`src/rtl/cache.sv`:
```
// rtl/cache.sv - direct-mapped read-only instruction cache, four-word lines, one-cycle refill
module cache #(
    parameter int NUM_LINES = 16
) (
    input  logic         CLK,
    input  logic         RST,
    input  logic [31:0]  address,
    input  logic [127:0] dataline,
    output logic [31:0]  Ins,
    output logic         hit
);

    localparam int INDEX_BITS = $clog2(NUM_LINES);
    localparam int TAG_BITS   = 28 - INDEX_BITS;

    logic                  valid      [NUM_LINES];
    logic [TAG_BITS-1:0]   tag_store  [NUM_LINES];
    logic [127:0]          data_store [NUM_LINES];

    logic [INDEX_BITS-1:0] index;
    logic [TAG_BITS-1:0]   tag;
    logic [1:0]            word_sel;
    logic [1:0]            unused_byte_offset;

    assign unused_byte_offset = address[1:0];
    assign word_sel           = address[3:2];
    assign index              = address[3+INDEX_BITS:4];
    assign tag                = address[31:4+INDEX_BITS];

    // Lookup is purely combinational so a hit costs no clock cycle.
    always_comb begin
        hit = valid[index] && (tag_store[index] == tag);
        Ins = 32'h0;
        if (hit) begin
            Ins = data_store[index][32*word_sel +: 32];
        end
    end

    // A miss edge overwrites the indexed line; there is no dirty state to write back.
    always_ff @(posedge CLK or posedge RST) begin
        if (RST) begin
            for (int k = 0; k < NUM_LINES; k++) begin
                valid[k]      <= 1'b0;
                tag_store[k]  <= '0;
                data_store[k] <= '0;
            end
        end else if (!hit) begin
            valid[index]      <= 1'b1;
            tag_store[index]  <= tag;
            data_store[index] <= dataline;
        end
    end

endmodule

```
`config.mk`:
```
export PLATFORM = sky130hd
export DESIGN_NAME = cache
export DESIGN_NICKNAME = d
export VERILOG_FILES = /design/src/rtl/cache.sv
export SDC_FILE = /design/constraint.sdc
export NUM_CORES = 2
export LEC_CHECK = 0
export ABC_AREA = 1
export BUFFER_PORTS_ARGS = -buffer_cell sky130_fd_sc_hd__buf_4
export CAP_MARGIN = 10
export CORE_AREA = 2 2 713 360
export DETAILED_ROUTE_END_ITERATION = 6
export DIE_AREA = 0 0 715 362
export PLACE_DENSITY_LB_ADDON = 0.3
export SLEW_MARGIN = 20
export SYNTH_ARGS = -nofsm -noshare
export SYNTH_HDL_FRONTEND = slang
export SYNTH_SLANG_ARGS = --single-unit
```
`constraint.sdc`:
```
create_clock -name CLK -period 156.2 [get_ports CLK]
set_input_delay 31.24 -clock CLK [delete_from_list [all_inputs] [get_ports CLK]]
set_output_delay 31.24 -clock CLK [all_outputs]
set_load 0.01 [all_outputs]
```
==> impl_metrics.sql <==
INSERT INTO impl_metrics (metric_group, metric, value, unit) VALUES
('run_status', 'status', 'complete, but fails checks', ''),
('run_status', 'failing_checks', 'DRC', ''),
('clock_tree', 'buffer_cell_driving_the_clock_tree_root', 'sky130_fd_sc_hd__clkbuf_16', ''),
('setup_path', 'worst_ep_arrival_time', '37620', 'ps'),
('power_and_ir_drop', 'cellLeakagePower', '62.44', 'nW'),
('clock_tree', 'cts_setup_buffers', '0', ''),
('floorplanning', 'core.rowCount', '131', ''),
('min_path', 'worstHoldEndpoint', 'valid[6]', ''),
('finish', 'final_layout_size_suffix_gt1_frac', '0.05862', ''),
('placed_design', 'placed_area', '115100', 'sq um'),
('setup_path', 'r2r_slack', '147620', 'ps'),
('drt', 'drc_violation_count_after_routing', '4', ''),
('drt', 'drt_wl_total', '452300', 'microns'),
('logic_synthesis', 'post-synth-top-count-cell', 'sky130_fd_sc_hd__nand2_1', ''),
('logic_synthesis', 'dominantRegCellSynth', 'sky130_fd_sc_hd__dfrtp_1', ''),
('clock_tree', 'clock_insertion_delay_worst_skew', '910', 'ps'),
('setup_path', 'critical_path_class', 'in -> out', ''),
('timing', 'rsz_0062_raised_after_global_routing', 'false', ''),
('timing', 'hold_ws', '452.0', 'ps'),
('logic_synthesis', 'post_synth_instance_area', '113100', 'sq um'),
('logic_synthesis', 'number_of_nets_produced_by_synthesis', '14410', ''),
('logic_synthesis', 'synth_area_leaders', 'sky130_fd_sc_hd__dfrtp_1 54%, sky130_fd_sc_hd__nand2_1 19%, sky130_fd_sc_hd__nand3_1 11%', ''),
('setup_path', 'crit-reg2reg-launch', 'tag_store[293]', ''),
('clock_tree', 'holdBufCountCts', '0', ''),
('timing', 'fin_setup_tns', '0', 'ps'),
('floorplanning', 'floorplan.initialDensity', '0.4467', ''),
('logic_synthesis', 'yosys.area.top_type_share', '0.5415', ''),
('logic_synthesis', 'postSynthRegisterBits', '2448', ''),
('timing', 'report.final.slew_viol_count', '0', ''),
('timing', 'min_period', '68860', 'ps'),
('drt', 'route.detailed.wl_per_inst', '26.63', 'microns'),
('min_path', 'hold_path.class', 'reg -> reg', ''),
('setup_path', 'worstRegToRegCells', '24', ''),
('clock_tree', 'cts_made_buffers', '218', ''),
('timing', 'fmax', '14.52', 'MHz'),
('power_and_ir_drop', 'power_switching', '0.0004879', 'W'),
('power_and_ir_drop', 'power.share.sequential', '0.498', ''),
('floorplanning', 'core', '253200', 'sq um'),
('placed_design', 'place.detailed.hpwl', '228200', 'microns'),
('power_and_ir_drop', 'power_density', '13.38', 'nW/um^2'),
('clock_tree', 'cts.path.max_buffers', '4', ''),
('placed_design', 'preCtsSetupSlack', '87690', 'ps'),
('setup_path', 'critical_path.endpoint_type', 'output pin', ''),
('power_and_ir_drop', 'power.clock.fraction', '0.351', ''),
('power_and_ir_drop', 'internal-power', '0.001153', 'W'),
('drt', 'drt.antenna.violating_nets', '0', ''),
('finish', 'syn2layout_area_growth', '8.368', '%'),
('drt', 'via_count_normalized_by_instance_count', '6.150', ''),
('drt', 'detailroute.wirelength.met3', '71580', 'microns'),
('drt', 'routed-wl-met2', '180800', 'microns'),
('drt', 'wirelength_met1', '184600', 'microns'),
('power_and_ir_drop', 'comb_power_share', '0.151', ''),
('logic_synthesis', 'largest_area_contributor_in_the_synthesized_netlist', 'sky130_fd_sc_hd__dfrtp_1', ''),
('clock_tree', 'clkSinkCount', '2448', ''),
('global_routing', 'number_of_global_route_vias_before_repair', '97350', ''),
('floorplanning', 'floorplan.io_pins', '195', ''),
('timing', 'setup_slack', '87340', 'ps'),
('run', 'cap_viol_max_count', '0', ''),
('min_path', 'hold_path_depth', '2', ''),
('global_routing', 'initial_antenna_violation_count', '51', ''),
('clock_tree', 'cts_max_level', '4', ''),
('logic_synthesis', 'synth_sequential_area_ratio', '0.5415', ''),
('timing', 'skew', '50.94', 'ps'),
('global_routing', 'grt_start_max_net_pins', '200', ''),
('clock_tree', 'path_clk_slew', '70', 'ps'),
('timing', 'finalSetupViolations', '0', ''),
('logic_synthesis', 'number_of_synthesized_flops_with_an_enable_pin', '0', ''),
('setup_path', 'startpoint_class', 'input pin', ''),
('floorplanning', 'die_h', '362', 'microns'),
('placed_design', 'portBuffers', '192', ''),
('min_path', 'hp-start', 'valid[6]', '');
metrics by stage:
stage                     total power, W  utilization  instances
after floorplan                0.0009917            -      14250
after global placement          0.001060       0.4544      16570
after detailed placement        0.001066       0.4546      16570
after CTS                       0.001632       0.4835      16950
after global routing            0.001713       0.4840      16970
final                           0.001641       0.4841      16980
critical path, stage by stage:
cell and delay [ps]:
sky130_fd_sc_hd__buf_6 270, sky130_fd_sc_hd__buf_4 390, sky130_fd_sc_hd__nand2_4 720, sky130_fd_sc_hd__buf_4 700, sky130_fd_sc_hd__buf_4 720, sky130_fd_sc_hd__buf_4 710
sky130_fd_sc_hd__o22ai_1 170, sky130_fd_sc_hd__o21ai_0 310, sky130_fd_sc_hd__nand3_1 270, sky130_fd_sc_hd__o221ai_1 940, sky130_fd_sc_hd__nand2_1 120, sky130_fd_sc_hd__nor3_1 640
sky130_fd_sc_hd__buf_4 240
kinds of logic (layout without fill, tap and decap cells):
kind of cell / Yosys count / count (layout) / synth area share
other: 0 / 30 / 0
buffers and inverters: 1508 / 820 / 0.05462
AOI/OAI and AO/OA: 1639 / 1639 / 0.08564
DFF: 2448 / 2448 / 0.5415
and+or+nand+nor: 8655 / 8655 / 0.3183
per-layer routing:
layer,vias to the layer above,track usage
met3,1042,0.1318
met4,50,0.1045
met2,7191,0.4675
met5,-,0.003700
met1,50510,0.4998
li1,45650,-
power groups by stage:
stage	logic, W	clock network (W)	registers [W]
4_1_cts	0.000242	0.000576	0.000815
6_report	0.000248	0.000575	0.000817
3_3_place_gp	0.000236	0	0.000824
3_5_place_dp	0.000242	0	0.000824
5_1_grt	0.000279	0.000603	0.000831
2_1_floorplan	0.000172	0	0.000819
how the worst max path moves through the flow:
stage / startpoint / to / cells past startpoint
after floorplan: RST / data_store[0] / 1
after global placement: address[4] / Ins[7] / 13
after detailed placement: address[4] / Ins[7] / 13
after CTS: address[4] / Ins[7] / 13
after global routing: address[4] / Ins[4] / 13
final: address[4] / Ins[1] / 13
flip-flops by register name, summed over array words and instances, names as in the netlist:
register	cells
data_store	2048
tag_store	384
valid	16
final cells by class:
class                           instances  area, sq um
Clock buffer                          316         6450
Tap cell                             3391         4243
Inverter                               45        203.9
Multi-Input combinational cell      10290        46130
Fill cell                           24360       130600
Timing Repair Buffer                  391         3377
Antenna cell                           30        75.07
Clock inverter                         68        864.6
Sequential cell                      2448        61260
placed cells by master (no fill, tap or decap), types with 36 or more instances in the layout:
cell type                   instances
sky130_fd_sc_hd__buf_4            354
sky130_fd_sc_hd__clkbuf_1          41
sky130_fd_sc_hd__clkbuf_16        223
sky130_fd_sc_hd__clkbuf_8          52
sky130_fd_sc_hd__clkinv_2          40
sky130_fd_sc_hd__dfrtp_1         2448
sky130_fd_sc_hd__nand2_1         5737
sky130_fd_sc_hd__nand3_1         2575
sky130_fd_sc_hd__nand4_1           71
sky130_fd_sc_hd__nor2_1           175
sky130_fd_sc_hd__nor3_1            46
sky130_fd_sc_hd__o21ai_0          537
sky130_fd_sc_hd__o221ai_1          36
sky130_fd_sc_hd__o22ai_1         1027
Power figures use the tool's default switching activity.
